$ cat config.mk
export PLATFORM = sky130hd
export DESIGN_NAME = gsim_result_collector
export DESIGN_NICKNAME = d
export VERILOG_FILES = /design/src/rtl/gsim_pkg.sv /design/src/rtl/gsim_word_buf.sv /design/src/rtl/gsim_result_collector.sv
export SDC_FILE = /design/constraint.sdc
export NUM_CORES = 1
export LEC_CHECK = 0
export CAP_MARGIN = 20
export CORE_MARGIN = 5
export CORE_UTILIZATION = 25
export CTS_CLUSTER_SIZE = 16
export DETAILED_ROUTE_END_ITERATION = 16
export GPL_ROUTABILITY_DRIVEN = 0
export PLACE_DENSITY = 0.44
export SETUP_SLACK_MARGIN = 0.15
export SYNTH_ARGS = -nofsm -noshare
export SYNTH_HDL_FRONTEND = slang
export SYNTH_SLANG_ARGS = --single-unit
$ cat constraint.sdc
create_clock -name clk -period 10.8 [get_ports clk]
set_input_delay 1.08 -clock clk [delete_from_list [all_inputs] [get_ports clk]]
set_output_delay 1.08 -clock clk [all_outputs]
set_load 0.02 [all_outputs]
$ cat src/rtl/gsim_pkg.sv
// Shared definitions for the solver result collector: frame geometry,
// collector state encoding and the word index type.
package gsim_pkg;

    localparam int N_WORDS = 16;
    localparam int X_W     = 32;
    localparam int CNT_W   = 8;
    localparam int IDX_W   = 4;

    typedef logic [IDX_W-1:0] idx_t;

    // Collector state enumeration, kept as plain constants for legacy tools.
    typedef logic [1:0] state_t;
    localparam state_t S_IDLE    = 2'd0;
    localparam state_t S_CAPTURE = 2'd1;
    localparam state_t S_DRAIN   = 2'd2;

    function automatic logic is_last_idx(input idx_t idx, input int n_words);
        return idx == idx_t'(n_words - 1);
    endfunction

endpackage

$ cat src/rtl/gsim_word_buf.sv
// Frame buffer: N_WORDS x X_W, one synchronous write port and one
// combinational read port. Contents are not reset.
module gsim_word_buf
    import gsim_pkg::*;
#(
    parameter int N_WORDS = gsim_pkg::N_WORDS,
    parameter int X_W     = gsim_pkg::X_W
) (
    input  logic           clk,
    input  logic           we,
    input  idx_t           waddr,
    input  logic [X_W-1:0] wdata,
    input  idx_t           raddr,
    output logic [X_W-1:0] rdata
);

    logic [X_W-1:0] mem [N_WORDS];

    always_ff @(posedge clk) begin
        if (we) begin
            mem[waddr] <= wdata;
        end
    end

    assign rdata = mem[raddr];

endmodule

$ cat src/rtl/gsim_result_collector.sv
// Captures one frame of solver output words into a buffer and replays it
// through a valid/ready drain port, with sticky error flags and a frame counter.
module gsim_result_collector
    import gsim_pkg::*;
#(
    parameter int N_WORDS = gsim_pkg::N_WORDS,
    parameter int X_W     = gsim_pkg::X_W,
    parameter int CNT_W   = gsim_pkg::CNT_W
) (
    input  logic             clk,
    input  logic             rst_in,
    input  logic             x_valid,
    input  logic [X_W-1:0]   x_in,
    output logic             m_valid,
    input  logic             m_ready,
    output logic [X_W-1:0]   m_data,
    output idx_t             m_index,
    output logic             m_last,
    output logic             busy,
    output logic             overflow,
    output logic             short_frame,
    output logic [CNT_W-1:0] frame_cnt,
    input  logic             clr_err,
    output state_t           dbg_state
);

    localparam idx_t LAST_IDX = idx_t'(N_WORDS - 1);

    state_t         state, state_nxt;
    idx_t           wr_idx, wr_idx_nxt;
    idx_t           rd_idx, rd_idx_nxt;
    logic [CNT_W-1:0] cnt_nxt;
    logic           buf_we;
    idx_t           buf_waddr;
    logic [X_W-1:0] buf_rdata;
    logic           short_set;
    logic           ovf_set;
    logic           in_drain;
    logic           xfer;

    gsim_word_buf #(
        .N_WORDS (N_WORDS),
        .X_W     (X_W)
    ) u_word_buf (
        .clk   (clk),
        .we    (buf_we),
        .waddr (buf_waddr),
        .wdata (x_in),
        .raddr (rd_idx),
        .rdata (buf_rdata)
    );

    // Drain handshake: a word moves on every rising edge where m_valid && m_ready;
    // while m_valid is high and m_ready low, m_data/m_index/m_last hold steady.
    assign in_drain = (state == S_DRAIN);
    assign xfer     = in_drain && m_ready;

    always_comb begin
        state_nxt  = state;
        wr_idx_nxt = wr_idx;
        rd_idx_nxt = rd_idx;
        cnt_nxt    = frame_cnt;
        buf_we     = 1'b0;
        buf_waddr  = wr_idx;
        short_set  = 1'b0;
        ovf_set    = 1'b0;
        case (state)
            S_IDLE: begin
                if (x_valid) begin
                    buf_we    = 1'b1;
                    buf_waddr = '0;
                    if (LAST_IDX == '0) begin
                        state_nxt  = S_DRAIN;
                        wr_idx_nxt = '0;
                    end else begin
                        state_nxt  = S_CAPTURE;
                        wr_idx_nxt = idx_t'(1);
                    end
                end
            end
            S_CAPTURE: begin
                if (x_valid) begin
                    buf_we = 1'b1;
                    if (wr_idx == LAST_IDX) begin
                        state_nxt  = S_DRAIN;
                        wr_idx_nxt = '0;
                    end else begin
                        wr_idx_nxt = wr_idx + idx_t'(1);
                    end
                end else begin
                    // Stream broke before the frame was complete: drop it.
                    short_set  = 1'b1;
                    state_nxt  = S_IDLE;
                    wr_idx_nxt = '0;
                end
            end
            S_DRAIN: begin
                ovf_set = x_valid;
                if (xfer) begin
                    if (is_last_idx(rd_idx, N_WORDS)) begin
                        state_nxt  = S_IDLE;
                        rd_idx_nxt = '0;
                        cnt_nxt    = frame_cnt + CNT_W'(1);
                    end else begin
                        rd_idx_nxt = rd_idx + idx_t'(1);
                    end
                end
            end
            default: begin
                state_nxt  = S_IDLE;
                wr_idx_nxt = '0;
                rd_idx_nxt = '0;
            end
        endcase
    end

    always_ff @(posedge clk or posedge rst_in) begin
        if (rst_in) begin
            state     <= S_IDLE;
            wr_idx    <= '0;
            rd_idx    <= '0;
            frame_cnt <= '0;
        end else begin
            state     <= state_nxt;
            wr_idx    <= wr_idx_nxt;
            rd_idx    <= rd_idx_nxt;
            frame_cnt <= cnt_nxt;
        end
    end

    // A new error in the same cycle as clr_err must survive the clear.
    always_ff @(posedge clk or posedge rst_in) begin
        if (rst_in) begin
            overflow    <= 1'b0;
            short_frame <= 1'b0;
        end else begin
            if (ovf_set) begin
                overflow <= 1'b1;
            end else if (clr_err) begin
                overflow <= 1'b0;
            end
            if (short_set) begin
                short_frame <= 1'b1;
            end else if (clr_err) begin
                short_frame <= 1'b0;
            end
        end
    end

    assign m_valid   = in_drain;
    assign m_data    = in_drain ? buf_rdata : '0;
    assign m_index   = in_drain ? rd_idx : '0;
    assign m_last    = in_drain && is_last_idx(rd_idx, N_WORDS);
    assign busy      = (state != S_IDLE);
    assign dbg_state = state;

endmodule

==> results.md, run 1 <==
- Tcrit/Tclk final: 46.4%
- Crit-path max FO: 44
- Minimum clock period: 5.01 ns
- Die area: 87700 sq um
- Max_cap viols: 0
- Clk_lat worst skew: 0.61 ns
- DRT iter0 DRCs: 793
- M3 GR Usage: 1.97%
- Worst EP arrival: 3.93 ns
- Met2 global-route usage: 19.3%
- Initial Util: 25.1%
- Post-cts resize count: 0
- Core ar.: 81700 sq um
- Net Sw Frac: 20.9%
- Fin cells: 2148
- Clock power share: 42.4%
- Critical Path Start Type: flip-flop
- Final setup fails: 0
- Row count: 105
- Nets: 1072
- Status: completed
- Worst-margin pin slew: 1.04 ns
- Fin. Hold Viols: 0
- Async set or reset register ratio after synthesis: 3.76%
- Slew Limit Headroom: 30.7%
- Most used cell, CP: buf_4
- DR WL/cell: 23.3 um
- Final Util: 29.8%
- VDD IR max: 0.000106 V
- Vias in the first global route: 10200
- Synthesized cell area: 20500 sq um
- Root Buffer: clkbuf_16
- Pins Over Slew Limit: 0
- I/O Buffers: 87
- Peak per-stage delay on the critical path: 0.70 ns
- Ys Warns: 0
- Layout cells sized above 1: 24.2%
- CP bufs+invs: 3
- Pin count of the biggest net entering global routing: 61
- DPL Wire Length: 25800 um
- Delay-heaviest family, CP: buffers and inverters
- Die X: 296 um
- H-tree depth: 2
- Via count: 9605
- CTS tree: built
- DR pass1 iterations: 5
- Post-Syn Area per Cell: 22.3 sq um
- Maximum clock insertion buffer count: 3
- Die height: 296 um
- Largest area contributor in the netlist: edfxtp_1
- Unique masters post-synth: 43
- Hold WC Path Type: reg2reg
- Static Leak: 7.37 nW
- Combinational Power Share: 3.9%
- Highest-count cells in the layout ignoring fill and taps: 512 x edfxtp_1, 125 x mux4_2, 87 x clkdlybuf4s50_1, 56 x clkbuf_16, 55 x a22oi_1
- Cts hold-fix bufs: 0
- Clock sinks: 532
- Initial antenna violation count: 2
- Drt drc: 0
- Met1 Use GR: 15.1%
- Cell breakdown of the critical path: buf_4, buf_4, mux4_2, a22oi_1, nand2_1, clkdlybuf4s50_1
- PD cells: 177 nW/um^2
- Grt total ovfl: 0
- Synth-to-Final Area Change: 18.7%
- RSZ-0062 raised after global routing: false
- Number of synthesized register bits: 532
- Slowest CP cell: buf_4
- Syn Nets: 959
- GR peak layer: met2
- Vias per cell: 4.47
- NetSw: 0.000899 W
- Clock transition at path regs: 0.06 ns
- # IOs: 88
- Type of element capturing the critical path: output port
- Num CTS Buffers: 55
- Post-route ant nets: 0
- Top FF cell, synth: edfxtp_1
- Post-Place Cells: 2045
- Fin Setup TNS: 0 ns
- Sequential share of power: 53.6%
- Post-CTS setup buffer count: 0
- Top post-synthesis cells by area: edfxtp_1 75%, mux4_2 14%, dfrtp_1 2.4%
- Critical path required time: 9.72 ns
- Number of flops mapped to enable cells by yosys: 512
- F_max: 0.200 GHz
- Sequential area share after synthesis: 77.5%
- Most common cell after layout, fill and taps aside: edfxtp_1
- Internal power: 0.00341 W
- Category of the most critical setup path: reg2out
- Gate Count Post-Synth: 919
- First-pass GRT wire length: 73200 um
- Tot GR Track Use: 11.4%
- WL final: 50100 um
- Worst Skew: 0.0185 ns
- Post-synth top area share: 75.1%
-- metrics by stage --
step           power (W)  hold slack [ns]  cell area, sq um  worst slack, ns
3_5_place_dp     0.00253            0.478             22600             6.26
4_1_cts          0.00438            0.492             24300             5.58
3_3_place_gp     0.00253            0.466             22600             6.25
5_1_grt          0.00447            0.525             24300             5.44
2_1_floorplan    0.00246            0.577             20500             5.98
6_report         0.00431            0.489             24300             5.79
-- Yosys cell counts (8+ instances only) --
| master | number |
|---|---|
| nand3_1 | 9 |
| edfxtp_1 | 512 |
| buf_2 | 12 |
| a22oi_1 | 55 |
| clkbuf_1 | 13 |
| buf_6 | 23 |
| nor2_1 | 15 |
| dfrtp_1 | 20 |
| mux4_2 | 125 |
| a22oi_2 | 8 |
| nand2_1 | 46 |
-- power groups by stage --
stage | sequential (W) | combinational, W | clock, W
2_1_floorplan | 0.00234 | 0.000122 | 0
3_3_place_gp | 0.00235 | 0.000172 | 0
3_5_place_dp | 0.00236 | 0.000175 | 0
4_1_cts | 0.00231 | 0.000175 | 0.00189
5_1_grt | 0.00231 | 0.000185 | 0.00197
6_report | 0.00231 | 0.000170 | 0.00183
-- final cells by class --
| cell class | count | area [sq um] |
|---|---|---|
| Fill cell | 7927 | 57400 |
| Antenna cell | 1 | 2.50 |
| Timing Repair Buffer | 111 | 1050 |
| Multi-Input combinational cell | 325 | 4280 |
| Inverter | 7 | 26.3 |
| Clock buffer | 62 | 1420 |
| Sequential cell | 532 | 15900 |
| Tap cell | 1070 | 1340 |
| Clock inverter | 40 | 308 |
-- logic make-up after synthesis --
kind of cell	synth area share (%)
and+or+nand+nor	2.37
DFF	77.5
adders and majority gates	0.183
muxes	14.2
AOI/OAI and AO/OA	3.22
buffers and inverters	2.18
xor gates and xnor gates	0.299
-- per-layer routing --
metal	vias up	share of wire (%)	routed length, um
met5	-	0.026	13
met1	5232	44	21900
met4	2	2.0	1020
li1	4105	-	-
met3	73	4.3	2150
met2	193	50	25000
-- flip-flops by register name, indices dropped and copies added (netlist names) --
name and flops:
frame_cnt 8, dbg_state 2, short_frame 1, u_word_buf.mem 512, overflow 1, wr_idx 4, rd_idx 4
-- final timing paths --
check                                             end  slack (ns)  cells past startpoint    startpoint
max in group asynchronous                   rd_idx[2]        9.25                      2        rst_in
worst max-delay path                       m_data[19]        5.79                      6     rd_idx[1]
worst max register to register  u_word_buf.mem[3][20]        7.74                      4  dbg_state[1]
worst min register to register           frame_cnt[7]        0.49                      1  frame_cnt[7]
min in group asynchronous                frame_cnt[6]        0.94                      2        rst_in
worst min-delay path                     frame_cnt[7]        0.49                      1  frame_cnt[7]
Power figures use the tool's default switching activity.
==> run 2, diff against run 1 <==
clock period = 5.1 ns   (was 10.8 ns; I/O delays follow)
==> run 2 against run 1 <==
  * Sequential cell count unchanged
  * Worst hold slack lost 0.11 ns
  * Combinational power increased by 110%
  * Critical endpoint unchanged
  * Highest routed layer unchanged
==> results.md, run 2 (same netlist as run 1, synthesis figures left out) <==
- Minimum clock period: 4.17 ns
- Delay-heaviest family, CP: buffers and inverters
- Nets: 1083
- DR WL/cell: 23.0 um
- Clk_lat worst skew: 0.62 ns
- Most common cell after layout, fill and taps aside: edfxtp_1
- # IOs: 88
- Tcrit/Tclk final: 81.8%
- F_max: 0.240 GHz
- Post-CTS setup buffer count: 0
- Layout cells sized above 1: 24.6%
- Static Leak: 7.47 nW
- CP bufs+invs: 2
- Initial Util: 25.1%
- Category of the most critical setup path: reg2out
- Crit path from: rd_idx[1]
- Vias per cell: 4.39
- Die height: 296 um
- Grt total ovfl: 0
- Max FFs per register: 512
- Pins Over Slew Limit: 0
- Post-route ant nets: 0
- Critical Path Start Type: flip-flop
- Crit-path max FO: 41
- Slowest CP cell: dfrtp_4
- Cell breakdown of the critical path: buf_4, mux4_2, a22oi_1, nand2_1, clkdlybuf4s50_1
- VDD IR max: 0.000243 V
- Synth-to-Final Area Change: 19.6%
- Cts hold-fix bufs: 0
- I/O Buffers: 87
- Status: completed
- Fin. Hold Viols: 0
- Row count: 105
- Fin cells: 2159
- Core ar.: 81700 sq um
- Post-cts resize count: 0
- Tot GR Track Use: 11.4%
- Worst-margin pin slew: 0.847 ns
- Num CTS Buffers: 57
- Post-Place Cells: 2054
- DR pass1 iterations: 4
- Slew Limit Headroom: 43.5%
- Critical path required time: 4.59 ns
- Fin Setup TNS: 0 ns
- Finished layout cell area: 24500 sq um
- Type of element capturing the critical path: output port
- RSZ-0062 raised after global routing: false
- Reg2Reg Launch Point: dbg_state[1]
- Die area: 87700 sq um
- Peak per-stage delay on the critical path: 0.98 ns
- Root Buffer: clkbuf_16
- Via count: 9481
- Clock transition at path regs: 0.06 ns
- WL final: 49700 um
- Worst EP arrival: 3.66 ns
- Final setup fails: 0
- Highest-count cells in the layout ignoring fill and taps: 512 x edfxtp_1, 125 x mux4_2, 87 x clkdlybuf4s50_1, 57 x clkbuf_16, 55 x a22oi_1
- H-tree depth: 2
- DRT iter0 DRCs: 653
- Vias in the first global route: 10300
- Fillers: 7923
- PD cells: 378 nW/um^2
- Clock sinks: 532
- Pin count of the biggest net entering global routing: 51
- Maximum clock insertion buffer count: 3
- Biggest regs: u_word_buf.mem (512), frame_cnt (8)
- Max_cap viols: 0
- Initial antenna violation count: 3
- DPL Wire Length: 27500 um
- Worst Skew: 0.0348 ns
- Drt drc: 0
- Hold Worst Slack: 0.376 ns
- Hold WC Path Type: in2async
- CTS tree: built
- First-pass GRT wire length: 73300 um
- Placed cell areas: 22700 sq um
- Most flop-heavy register: u_word_buf.mem
- Die X: 296 um
-- run 2: cell count changes in the layout (fill, tap and decap cells not counted), moves of 2 or more --
cell	delta
buf_12	+3
buf_4	+6
clkbuf_1	+6
clkinv_1	-2
clkinv_2	-3
clkinv_4	+2
clkinvlp_4	-4
-- run 2: final cells by class --
| class | count | area, sq um | area share (%) |
|---|---|---|---|
| antenna | 1 | 2.50 | 0.0102 |
| clock buffer | 69 | 1470 | 6.01 |
| clock inverter | 35 | 337 | 1.37 |
| inverter | 7 | 26.3 | 0.107 |
| multi-input combinational | 325 | 4280 | 17.5 |
| sequential | 532 | 15900 | 64.8 |
| tap | 1070 | 1340 | 5.46 |
| timing repair buffer | 120 | 1160 | 4.72 |
-- run 2: where the power goes --
group,switching (W),internal [W],leakage [nW],total [W]
sequential,0.0000536,0.00485,4.89,0.00491
clock,0.00170,0.00231,0.884,0.00401
combinational,0.000186,0.000172,1.70,0.000358
-- run 2: path summary, 6_finish.rpt --
path	cells past startpoint	endpoint	slack (ns)
max in group asynchronous	2	rd_idx[0]	4.13
min reg2reg	1	frame_cnt[7]	0.49
max reg2reg	4	u_word_buf.mem[7][28]	2.19
max	5	m_data[19]	0.93
min	2	frame_cnt[7]	0.38
min in group clk	1	frame_cnt[7]	0.49
-- run 2: per-layer routing --
| layer | track usage [%] | wire length [um] |
|---|---|---|
| met2 | 19.8 | 25200 |
| met4 | 2.54 | 908 |
| met3 | 2.37 | 2110 |
| met5 | 0 | 27 |
| met1 | 14.7 | 21400 |
-- run 2: stage by stage --
| step | total power, W | setup WS [ns] | utilization [%] |
|---|---|---|---|
| global route | 0.00964 | 0.613 | 30.0 |
| finish | 0.00927 | 0.929 | 30.0 |
| global placement | 0.00536 | 1.38 | 27.8 |
| floorplan | 0.00521 | 0.518 | - |
| detailed placement | 0.00537 | 1.40 | 27.8 |
| CTS | 0.00943 | 0.733 | 30.0 |
-- run 2: worst register-to-register path, delay by kind of cell (launching register included) --
family | cells | cell delay (ns)
buf+inv | 1 | 0.51
flops | 1 | 0.50
simple gates | 3 | 1.54
==> run 3, diff against run 2 <==
clock period = 4.35 ns   (was 5.1 ns; I/O delays follow)
==> run 3 against run 2 <==
  * Final cell count stayed put
  * Clock-buffer cell count is 4 lower
  * Highest routed layer is now met4
  * Largest power group unchanged
  * Core utilization is 0.14 points higher
==> results.md, run 3 (same netlist as run 1, synthesis figures left out) <==
- Critical Path Start Type: flip-flop
- Hold WC Path Type: in2async
- Tot GR Track Use: 11.6%
- H-tree depth: 2
- Static Leak: 7.47 nW
- Maximum clock insertion buffer count: 3
- Die area: 87700 sq um
- RSZ-0062 raised after global routing: false
- Reg2Reg Launch Point: dbg_state[1]
- Met2 global-route usage: 19.4%
- Most flop-heavy register: u_word_buf.mem
- Hold Worst Slack: 0.309 ns
- DRT iter0 DRCs: 722
- First-pass GRT wire length: 74400 um
- Cts hold-fix bufs: 0
- Post-cts resize count: 0
- Crit path from: rd_idx[1]
- Met1 Use GR: 16.1%
- Type of element capturing the critical path: output port
- WL final: 51000 um
- Status: completed
- Crit-path max FO: 30
- Die height: 296 um
- Worst Skew: 0.0183 ns
- Post-route ant nets: 0
- VDD IR max: 0.000289 V
- CTS tree: built
- Initial antenna violation count: 1
- DR pass1 iterations: 4
- Vias per cell: 4.44
- Drt drc: 0
- Num CTS Buffers: 57
- Layout cells sized above 1: 25.0%
- Most common cell after layout, fill and taps aside: edfxtp_1
- Category of the most critical setup path: reg2out
- Pins Over Slew Limit: 0
- Row count: 105
- Final Worst Setup Slack: 0.493 ns
- Delay-heaviest family, CP: buffers and inverters
- Clk_lat worst skew: 0.61 ns
- Tcrit/Tclk final: 88.7%
- M3 GR Usage: 1.80%
- Clock sinks: 532
- # IOs: 88
- Finished layout cell area: 24600 sq um
- Vias in the first global route: 10400
- ANT cells: 0
- DR WL/cell: 23.6 um
- Root Buffer: clkbuf_16
- Worst EP arrival: 3.42 ns
- Setup WS pre-CTS: 1.01 ns
- Final setup fails: 0
- Critical path required time: 3.91 ns
- Die X: 296 um
- Initial Util: 25.1%
- Post-CTS setup buffer count: 0
- Fin Setup TNS: 0 ns
- Core ar.: 81700 sq um
- Final Util: 30.1%
- DPL Wire Length: 27800 um
- I/O Buffers: 87
- Cell breakdown of the critical path: buf_4, mux4_2, a22oi_1, nand2_1, clkdlybuf4s50_1
- Grt total ovfl: 0
- PD cells: 438 nW/um^2
- Biggest regs: u_word_buf.mem (512), frame_cnt (8)
- Max FFs per register: 512
- Slowest CP cell: dfrtp_4
- Placed cell areas: 22800 sq um
- Pin count of the biggest net entering global routing: 44
- Clock transition at path regs: 0.06 ns
- GR peak layer: met2
- Fin. Hold Viols: 0
- Peak per-stage delay on the critical path: 0.83 ns
- Nets: 1083
- Via count: 9596
- Worst-margin pin slew: 0.862 ns
- Slew Limit Headroom: 42.5%
- Max_cap viols: 0
- Synth-to-Final Area Change: 20.2%
- F_max: 0.259 GHz
- Highest-count cells in the layout ignoring fill and taps: 512 x edfxtp_1, 125 x mux4_2, 87 x clkdlybuf4s50_1, 58 x clkbuf_16, 55 x a22oi_1
- CP bufs+invs: 2
- Minimum clock period: 3.86 ns
==> run 3: final cells by class <==
class | instances | area (sq um)
Fill cell | 7947 | 57100
Sequential cell | 532 | 15900
Multi-Input combinational cell | 325 | 4310
Clock buffer | 65 | 1480
Tap cell | 1070 | 1340
Timing Repair Buffer | 120 | 1280
Clock inverter | 40 | 295
Inverter | 7 | 26.3
==> run 3: layer usage <==
metal,vias up,wire length [um],share of wire (%)
met5,-,0,0
met4,0,952,1.9
met3,65,1850,3.6
met2,191,25300,50
met1,5210,22900,45
li1,4130,-,-
==> run 3: final timing paths <==
check	to	slack, ns	depth (start not counted)
hold reg to reg	frame_cnt[7]	0.47	1
hold / removal	frame_cnt[5]	0.31	2
max in group asynchronous	rd_idx[0]	3.41	2
min in group clk	short_frame	0.42	2
setup / recovery	m_data[31]	0.49	5
setup reg to reg	u_word_buf.mem[15][25]	1.56	4
==> run 3: report_power, final <==
part	switching, W	internal [W]
registers	0.0000575	0.00569
clock network	0.00199	0.00261
logic	0.000230	0.000206
total	0.00228	0.00850
==> run 3: metrics by stage <==
step | cells | total power, W
after global placement | 2054 | 0.00630
after floorplan | 919 | 0.00612
after global routing | 2159 | 0.0112
after detailed placement | 2054 | 0.00630
after CTS | 2159 | 0.0110
final | 2159 | 0.0108
